## config.mk

```make
export PLATFORM = sky130hd
export DESIGN_NAME = fetch_queue_flat
export DESIGN_NICKNAME = d
export VERILOG_FILES = /design/src/rtl/fetch_queue_pkg.sv /design/src/rtl/fetch_queue_if.sv /design/src/rtl/fetch_queue_fifo.sv /design/src/rtl/fetch_queue.sv /design/src/flat_wrapper.sv
export SDC_FILE = /design/constraint.sdc
export NUM_CORES = 1
export LEC_CHECK = 0
export CORE_MARGIN = 8
export CORE_UTILIZATION = 53
export DETAILED_ROUTE_END_ITERATION = 10
export PLACE_DENSITY = 0.77
export SYNTH_ARGS = -nofsm -noshare
export SYNTH_HDL_FRONTEND = slang
export SYNTH_SLANG_ARGS = --single-unit
```

## constraint.sdc

```tcl
create_clock -name clk -period 5 [get_ports clk]
set_input_delay 1.25 -clock clk [delete_from_list [all_inputs] [get_ports clk]]
set_output_delay 1.25 -clock clk [all_outputs]
set_load 0.02 [all_outputs]
```

## src/rtl/fetch_queue_pkg.sv

```systemverilog
// fetch_queue_pkg: shared bus types, queue entry and fetch FSM encodings.
// Imported by the fetch queue interface, FIFO and top.
package fetch_queue_pkg;

  typedef enum logic {
    MEMREQ_READ  = 1'b0,
    MEMREQ_WRITE = 1'b1
  } memreq_mode_e;

  typedef struct packed {
    memreq_mode_e mode;
    logic [31:0]  addr;
  } memreq;

  typedef struct packed {
    logic [31:0] data;
  } memresp;

  typedef struct packed {
    logic [31:0] pc;
    logic [31:0] instr;
    logic        fault;
  } fetch_entry_t;

  typedef enum logic [1:0] {
    FS_IDLE = 2'd0,
    FS_WAIT = 2'd1,
    FS_HALT = 2'd2
  } fetch_state_e;

endpackage

```

## src/rtl/fetch_queue_if.sv

```systemverilog
// fetch_queue_if: memory bus request/response plus decode dequeue port.
// master = fetch queue side, slave = bus/decode side.
interface fetch_queue_if #(
  parameter int DEPTH = 4
);
  import fetch_queue_pkg::*;

  localparam int CW = $clog2(DEPTH + 1);

  logic          request_enable;
  memreq         request;
  logic          response_enable;
  memresp        response;
  logic          deq_valid;
  logic          deq_ready;
  logic [31:0]   pc_n;
  logic [31:0]   instr_raw;
  logic          fault;
  logic [CW-1:0] count;

  modport master (
    output request_enable, request,
    output deq_valid, pc_n, instr_raw,
    output fault, count,
    input  response_enable, response,
    input  deq_ready
  );

  modport slave (
    input  request_enable, request,
    input  deq_valid, pc_n, instr_raw,
    input  fault, count,
    output response_enable, response,
    output deq_ready
  );

endinterface

```

## src/rtl/fetch_queue_fifo.sv

```systemverilog
// fetch_queue_fifo: DEPTH-entry FIFO of fetch_entry_t; flush beats push/pop.
// Ports: push/din, pop, flush, head (combinational), count.
module fetch_queue_fifo
  import fetch_queue_pkg::*;
#(
  parameter  int DEPTH = 4,
  localparam int AW    = $clog2(DEPTH),
  localparam int CW    = $clog2(DEPTH + 1)
) (
  input  logic          clk,
  input  logic          rst,
  input  logic          push,
  input  logic          pop,
  input  logic          flush,
  input  fetch_entry_t  din,
  output fetch_entry_t  head,
  output logic [CW-1:0] count
);

  fetch_entry_t  mem [DEPTH];
  logic [AW-1:0] rd_ptr;
  logic [AW-1:0] wr_ptr;
  logic          do_pop;

  assign do_pop = pop && (count != '0);
  assign head   = mem[rd_ptr];

  always_ff @(posedge clk) begin
    if (push && !flush)
      mem[wr_ptr] <= din;
  end

  always_ff @(posedge clk or posedge rst) begin
    if (rst) begin
      rd_ptr <= '0;
      wr_ptr <= '0;
      count  <= '0;
    end else if (flush) begin
      rd_ptr <= '0;
      wr_ptr <= '0;
      count  <= '0;
    end else begin
      if (push)
        wr_ptr <= wr_ptr + AW'(1);
      if (do_pop)
        rd_ptr <= rd_ptr + AW'(1);
      count <= count + CW'(push) - CW'(do_pop);
    end
  end

endmodule

```

## src/rtl/fetch_queue.sv

```systemverilog
// fetch_queue: prefetch FSM issuing sequential reads into a FIFO for decode.
// Ports: clk, rst, enabled, redirect/redirect_pc, bus (fetch_queue_if.master).
// Optional: FETCH_ALIGN_CHECK_EN pushes a fault entry for misaligned pc.
module fetch_queue
  import fetch_queue_pkg::*;
#(
  parameter int          DEPTH    = 4,
  parameter logic [31:0] RESET_PC = 32'h0000_0000,
  parameter int          PC_STEP  = 4
) (
  input  logic         clk,
  input  logic         rst,
  input  logic         enabled,
  input  logic         redirect,
  input  logic [31:0]  redirect_pc,
  fetch_queue_if.master bus
);

  localparam int CW = $clog2(DEPTH + 1);

  fetch_state_e  state, state_nx;
  logic [31:0]   fetch_pc, fetch_pc_nx;
  logic          drop, drop_nx;
  logic          req_en, req_en_nx;
  logic [31:0]   req_addr, req_addr_nx;
  logic          push, pop, flush;
  fetch_entry_t  push_entry, head;
  logic [CW-1:0] count;
  logic          has_space;
  logic          deq_valid;

  assign deq_valid = (count != '0);
  assign has_space = (count < CW'(DEPTH));
  assign pop       = deq_valid && bus.deq_ready;

  fetch_queue_fifo #(.DEPTH(DEPTH)) u_fifo (
    .clk   (clk),
    .rst   (rst),
    .push  (push),
    .pop   (pop),
    .flush (flush),
    .din   (push_entry),
    .head  (head),
    .count (count)
  );

  always_ff @(posedge clk or posedge rst) begin
    if (rst) begin
      state    <= FS_IDLE;
      fetch_pc <= RESET_PC;
      drop     <= 1'b0;
      req_en   <= 1'b0;
      req_addr <= '0;
    end else begin
      state    <= state_nx;
      fetch_pc <= fetch_pc_nx;
      drop     <= drop_nx;
      req_en   <= req_en_nx;
      req_addr <= req_addr_nx;
    end
  end

  always_comb begin
    state_nx    = state;
    fetch_pc_nx = fetch_pc;
    drop_nx     = drop;
    req_en_nx   = 1'b0;
    req_addr_nx = req_addr;
    push        = 1'b0;
    flush       = 1'b0;
    push_entry  = '{pc: fetch_pc,
                    instr: bus.response.data,
                    fault: 1'b0};
    if (redirect) begin
      flush       = 1'b1;
      fetch_pc_nx = redirect_pc;
      // still owed a response: swallow it when it shows up
      if (state == FS_WAIT && !bus.response_enable) begin
        drop_nx = 1'b1;
      end else begin
        drop_nx  = 1'b0;
        state_nx = FS_IDLE;
      end
    end else begin
      unique case (state)
        FS_IDLE: begin
          if (enabled && has_space) begin
`ifdef FETCH_ALIGN_CHECK_EN
            if (fetch_pc[1:0] != 2'b00) begin
              push             = 1'b1;
              push_entry.instr = '0;
              push_entry.fault = 1'b1;
              state_nx         = FS_HALT;
            end else
`endif
            begin
              req_en_nx   = 1'b1;
              req_addr_nx = fetch_pc;
              state_nx    = FS_WAIT;
            end
          end
        end
        FS_WAIT: begin
          if (bus.response_enable) begin
            if (!drop) begin
              push        = 1'b1;
              fetch_pc_nx = fetch_pc + 32'(PC_STEP);
            end
            drop_nx  = 1'b0;
            state_nx = FS_IDLE;
          end
        end
`ifdef FETCH_ALIGN_CHECK_EN
        FS_HALT: state_nx = FS_HALT;
`endif
        default: state_nx = FS_IDLE;
      endcase
    end
  end

  assign bus.request_enable = req_en;
  assign bus.request        = '{mode: MEMREQ_READ,
                                addr: req_addr};
  assign bus.deq_valid      = deq_valid;
  assign bus.pc_n           = head.pc;
  assign bus.instr_raw      = head.instr;
  assign bus.count          = count;

`ifdef FETCH_ALIGN_CHECK_EN
  assign bus.fault = head.fault;
`else
  logic unused_fault;
  assign unused_fault = head.fault;
  assign bus.fault    = 1'b0;
`endif

endmodule

```

## src/flat_wrapper.sv

```systemverilog
// flat-port wrapper written by rule: the top's interface ports become plain ports
module fetch_queue_flat import fetch_queue_pkg::*;
#(
  parameter int          DEPTH    = 4,
  parameter logic [31:0] RESET_PC = 32'h0000_0000,
  parameter int          PC_STEP  = 4
)
  (clk, rst, enabled, redirect, redirect_pc, bus_request_enable, bus_request, bus_deq_valid, bus_pc_n, bus_instr_raw, bus_fault, bus_count, bus_response_enable, bus_response, bus_deq_ready);
  fetch_queue_if #(.DEPTH(DEPTH)) bus_i ();
  input  logic clk;
  input  logic rst;
  input  logic enabled;
  input  logic redirect;
  input  logic [31:0] redirect_pc;
  output wire logic [$bits(bus_i.request_enable)-1:0] bus_request_enable;
  output wire logic [$bits(bus_i.request)-1:0] bus_request;
  output wire logic [$bits(bus_i.deq_valid)-1:0] bus_deq_valid;
  output wire logic [$bits(bus_i.pc_n)-1:0] bus_pc_n;
  output wire logic [$bits(bus_i.instr_raw)-1:0] bus_instr_raw;
  output wire logic [$bits(bus_i.fault)-1:0] bus_fault;
  output wire logic [$bits(bus_i.count)-1:0] bus_count;
  input wire logic [$bits(bus_i.response_enable)-1:0] bus_response_enable;
  input wire logic [$bits(bus_i.response)-1:0] bus_response;
  input wire logic [$bits(bus_i.deq_ready)-1:0] bus_deq_ready;
  assign bus_request_enable = bus_i.request_enable;
  assign bus_request = bus_i.request;
  assign bus_deq_valid = bus_i.deq_valid;
  assign bus_pc_n = bus_i.pc_n;
  assign bus_instr_raw = bus_i.instr_raw;
  assign bus_fault = bus_i.fault;
  assign bus_count = bus_i.count;
  assign bus_i.response_enable = bus_response_enable;
  assign bus_i.response = bus_response;
  assign bus_i.deq_ready = bus_deq_ready;
  fetch_queue #(.DEPTH(DEPTH), .RESET_PC(RESET_PC), .PC_STEP(PC_STEP)) u_core (.clk(clk), .rst(rst), .enabled(enabled), .redirect(redirect), .redirect_pc(redirect_pc), .bus(bus_i));
endmodule
```

Word-level counts from Yosys, hierarchy flattened
Memories as Yosys holds them, arrays and structs flattened.
Index checks and enable logic that the tools add are counted.
W data, S select, Z words.
- $add $sub $neg: 5
- order comparisons: 1
- equal/unequal tests: 5
- muxes and demuxes: 28
- bitwise logic cells: 1
- reduce and logical (&&, ||, !) cells: 17
- operators by type and width (cell ; count):
    $mux W32 ; 4
    $add A32 B3 Y32 const B ; 1
    $mux W2 ; 8
    $mux W1 ; 14
    $reduce_and A3 Y1 ; 3
    $reduce_bool A2 Y1 ; 4
    $logic_and A1 B1 Y1 ; 5
    $add A2 B1 Y2 const B ; 2
    $ne A2 B2 Y1 const B ; 2
    $pmux W2 S2 ; 1
    $add A3 B1 Y3 ; 1
    $lt A3 B3 Y1 const B ; 1
    $mux W3 ; 1
    $ne A3 B2 Y1 const B ; 1
    $ne A3 B3 Y1 const B ; 1
    $reduce_bool A3 Y1 ; 1
    $sub A3 B1 Y3 ; 1
    $eq A2 B1 Y1 const B ; 1
    $logic_not A1 Y1 ; 2
    $logic_not A2 Y1 ; 1
    $reduce_and A2 Y1 ; 1
    $not A1 Y1 ; 1
- flip-flop bits (word level): 75
- bits in writable memories: 256
- output and inout port bits: 103
- memories: 1
- memory list (name ; depth ; width ; read ports ; clocked after memory_dff ; wr ports ; RTL line ; source):
    u_core.u_fifo.mem ; 4 ; 64 ; 1 ; 0 ; 1 ; fetch_queue_fifo.sv:20 ; fetch_entry_t mem [DEPTH];

Logic depth before layout (Yosys ltp)
- word-level depth: 7
- gate-level depth with buffers: 12

Cells and area by module
From an unflattened synthesis, not the netlist that was laid out.
- cells, all modules: 672
- area total of the unflattened synthesis: 13028.7 sq um
- by module, submodules not included (module ; times used ; cells an instance ; area an instance (sq um) ; sequential area each (sq um)):
    fetch_queue_fifo ; 1 ; 382 ; 9854.5 ; 7982.7
    fetch_queue ; 1 ; 290 ; 3174.3 ; 1676.6

Least setup slack after synthesis
OpenSTA, ideal clock, no wires.
- kind: input -> register
- start point: input bus_response_enable
- end point: memory u_core.u_fifo.mem[0][0] in the netlist's numbering (enable)
- arrival: 3543 ps
- path slack: 1028 ps
- cell stages on the path: 4
- path buffers: 2
- cell sequence: and3b_1 > clkbuf_1 > clkbuf_1 > and3_1
- cells in the longest elaborated chain, start to end: 6
- RTL lines (element ; RTL line ; source):
    start: declaration ; flat_wrapper.sv:22 ; input wire logic [$bits(bus_i.response_enable)-1:0] bus_response_enable;
    $mux W1 ; fetch_queue.sv:104 ; if (bus.response_enable) begin
    $mux W1 ; fetch_queue.sv:85 ; unique case (state)
    $mux W1 ; fetch_queue.sv:74 ; if (redirect) begin
    $logic_and A1 B1 Y1 ; fetch_queue_fifo.sv:29 ; if (push && !flush)
    $mux W1 ; fetch_queue_fifo.sv:29 ;
    $mux W1 (implied by the code) ; fetch_queue_fifo.sv:30 ; mem[wr_ptr] <= din;
    end: declaration ; fetch_queue_fifo.sv:20 ;
No other way between the ends.

Worst setup path in the final report
- start point: register u_core.u_fifo.rd_ptr[0]
- end point: output bus_pc_n[29]
- cells in the longest elaborated chain, start to end: 1
- RTL lines (element ; RTL line ; source):
    start: declaration ; fetch_queue_fifo.sv:21 ; logic [AW-1:0] rd_ptr;
    start signal: assignment ; fetch_queue_fifo.sv:46 ; rd_ptr <= rd_ptr + AW'(1);
    $mem_v2 Z4 W64 ; n/a ;
    end: declaration ; flat_wrapper.sv:18 ; output wire logic [$bits(bus_i.pc_n)-1:0] bus_pc_n;
No other way between the ends.

==> summary.txt <==
Finish
  – Commonest non-fill, non-tap cell in the layout: edfxtp_1
  – Ratio of cells with drive above 1 in the final layout: 0.1979
  – Post-route design area: 16020 um^2
  – Most frequent cells in the layout: edfxtp_1 (256), clkdlybuf4s50_1 (170), dfrtp_1 (72), mux4_2 (64), clkbuf_16 (37)
  – Filler cells: 1604
  – Synthesis-to-finish area growth: 25.13%
  – # diodes: 0
  – Final Util: 0.6665
  – Final #Nets: 926

Min path
  – Hold path start: u_core.req_addr[11]$_DFFE_PP0P_
  – Hold depth: 1
  – Hold Path Sink: u_core.req_addr[11]$_DFFE_PP0P_
  – Hold/Removal Path Class: reg -> reg

Floorplanning
  – Initial Util: 0.5326
  – # IOs: 173
  – Core area: 24030 um^2
  – Die Ht: 171.4 um
  – Die area: 29380 um^2
  – Row count: 57
  – Die W: 171.4 um

Placement
  – Post-Place Cell Area: 14900 um^2
  – # port buffers: 170
  – Post-DP HPWL: 17520 um
  – Gpl congestion: 0.8329

Detailed routing
  – DRC errors left: 0
  – Via/cell ratio: 5.779
  – Initial drt markers: 468
  – Final wirelength: 27400 um
  – DRT Pass-1 Iters: 5
  – Via Count: 6923
  – Number of nets still failing antenna checks after routing: 0
  – Wire per inst: 22.87 um

Clocking
  – Post-CTS repair timing setup buffer count: 0
  – Post-cts resize count: 0
  – H-tree Lvls: 2
  – Worst skew pair latency: 0.51 ns
  – Clock Pin Slew Worst Setup and Hold Paths: 0.07 ns
  – CTS max path bufs: 3
  – Hold-fix buffers at CTS: 0
  – # clock sinks: 330
  – Root buf cell: clkbuf_16
  – Total CTS buffers: 36
  – CTS tree: built

Critical path
  – Data required time at the worst endpoint: 3.75 ns
  – Worst r2r src: u_core.fetch_pc[2]$_DFFE_PP0P_
  – Reg2reg path depth: 5
  – Arrival @ worst endpoint: 2.83 ns
  – Critical Path End Type: primary output
  – Critical path peak fanout: 44
  – Reg-to-reg setup timing slack: 2.34 ns
  – Crit path kind: reg -> out
  – Startpoint types: flop
  – FF-to-FF End: u_core.fetch_pc[18]$_DFFE_PP0P_

Yosys
  – Multiplexer share of the synthesized area: 0.1441
  – Post-synth EDFFs: 256
  – Primary FF master, synth: edfxtp_1
  – Seq cells post-synth: 330
  – Ranking of synthesized cells by area: edfxtp_1 (60%), dfrtp_1 (14%), mux4_2 (11%)
  – Register area share after synthesis: 0.7452
  – Simple-Gate Fraction of Synth Area: 0.05034
  – Mapped Cells: 667
  – Number of distinct library cells after synthesis: 44
  – Largest family of logic cells by synthesized area: multiplexers
  – Synth Area in Compound Gates: 0.02551
  – Mapped cell area: 12800 um^2
  – Yosys warning count: 0
  – Cell taking the most area after synthesis: edfxtp_1
  – Avg Inst Size Synth: 19.19 um^2
  – Adder-Cell Fraction of Synth Area: 0.008406
  – XOR/XNOR share of the synthesized area: 0.01026
  – Async set or reset register ratio after synthesis: 0.2242
  – Top-area cell type share of the netlist area: 0.6005

Global routing
  – GR Util All Layers: 0.1906
  – Vias in the first global route: 7531
  – Grt total ovfl: 0
  – Global-route wire length before repair: 42940 um
  – Largest net degree at the start of global routing: 66
  – Initial antenna violation count: 0

Run status
  – Outcome: finished, final reports clean

Power
  – PwrDens: 496.8 nW/um^2
  – Maximum VDD drop: 0.4595 mV
  – Leakage: 5.318 nW

STA
  – Max-slew headroom: 0.3281
  – RSZ-0062 raised after global routing: no
  – Max-slew violations: 0
  – Worst Skew: 0.007711 ns
  – Fmax: 245.0 MHz
  – Fin crit share: 0.8165
  – Setup TNS: 0 ns
  – Post-layout min period: 4.082 ns
  – Slew @ Worst Pin: 1.008 ns
  – Final setup viols: 0
  – Final hold vios: 0

Job
  – Max_cap viols: 0
==> power breakdown <==
| group | leakage [nW] | switching [mW] | internal [mW] |
|---|---|---|---|
| Clock | 0.539 | 1.04 | 1.43 |
| Sequential | 3.18 | 0.264 | 3.19 |
| Combinational | 1.60 | 0.939 | 1.10 |
==> area by class of cell <==
type | instances | area (um^2) | area share
Clock inverter | 22 | 172.7 | 0.01078
Clock buffer | 42 | 944.7 | 0.05898
Inverter | 10 | 38.79 | 0.002421
Timing Repair Buffer | 179 | 1819 | 0.1136
Sequential cell | 330 | 9547 | 0.5960
Multi-Input combinational cell | 291 | 3090 | 0.1929
Tap cell | 324 | 405.4 | 0.02531
==> state kept, by name (all words and copies together), names as in the netlist <==
register / flops
u_core.u_fifo.mem: 256
u_core.u_fifo.rd_ptr: 2
u_core.fetch_pc: 32
u_core.state: 1
u_core.u_fifo.wr_ptr: 2
u_core.u_fifo.count: 3
u_core.drop: 1
u_core.req_addr: 32
u_core.bus.request_enable: 1
==> worst max-delay path: stages (launching register included) <==
cell and delay (ns):
dfrtp_4 0.74, buf_12 0.40, mux4_2 0.60, clkdlybuf4s50_1 0.56
==> synth_stat cells, types with 3 or more instances <==
master and count:
nand2_1 26, or4_1 17, nor2_1 23, nor4_1 6, a31oi_1 15, nand4_1 7, o21ai_0 13, xor2_1 6
edfxtp_1 256, nand3_1 12, o31a_1 3, mux2_2 34, inv_1 9, mux4_2 64, a21oi_1 4, ha_1 7
buf_2 7, o31ai_1 13, buf_4 3, or3_1 5, clkbuf_1 21, xnor2_1 9, dfrtp_1 74, buf_1 5
and3_1 7
==> per-layer routing <==
metal	part of all wire	routed length (um)	global-route usage	vias to the layer above
li1	-	-	-	3051
met1	0.43	11710	0.2519	3558
met2	0.49	13420	0.3197	277
met3	0.068	1873	0.04131	37
met4	0.014	397	0.04839	0
met5	0	0	0	-
==> through the flow <==
step           cells  hold slack, ns  setup WS, ns  power [mW]
6_report        1198          0.5076        0.9177       7.958
5_1_grt         1198          0.5207        0.7506       8.296
4_1_cts         1198          0.5091        0.8512       8.056
3_5_place_dp    1134          0.4960         1.359       5.580
3_3_place_gp    1134          0.4922         1.401       5.548
2_1_floorplan    668          0.4710         1.028       4.596
==> kinds of logic after synthesis <==
kind of cell,after synthesis
DFF,330
buffers and inverters,47
and+or+nand+nor,115
other,1
muxes,100
xor gates and xnor gates,15
adders and majority gates,8
AOI/OAI and AO/OA,51
==> worst max-delay path by stage <==
stage / to / slack [ns] / from / cells past startpoint
after floorplan: u_core.u_fifo.mem[0][0]$_DFFE_PP_ / 1.03 / bus_response_enable / 4
after detailed placement: u_core.fetch_pc[21]$_DFFE_PP0P_ / 1.36 / bus_response_enable / 5
after CTS: bus_pc_n[29] / 0.85 / u_core.u_fifo.rd_ptr[0]$_DFFE_PP0P_ / 3
final: bus_pc_n[29] / 0.92 / u_core.u_fifo.rd_ptr[0]$_DFFE_PP0P_ / 3
after global routing: bus_pc_n[29] / 0.75 / u_core.u_fifo.rd_ptr[0]$_DFFE_PP0P_ / 3
after global placement: bus_pc_n[29] / 1.40 / u_core.u_fifo.rd_ptr[0]$_DFFE_PP0P_ / 3
Power figures use the tool's default switching activity.
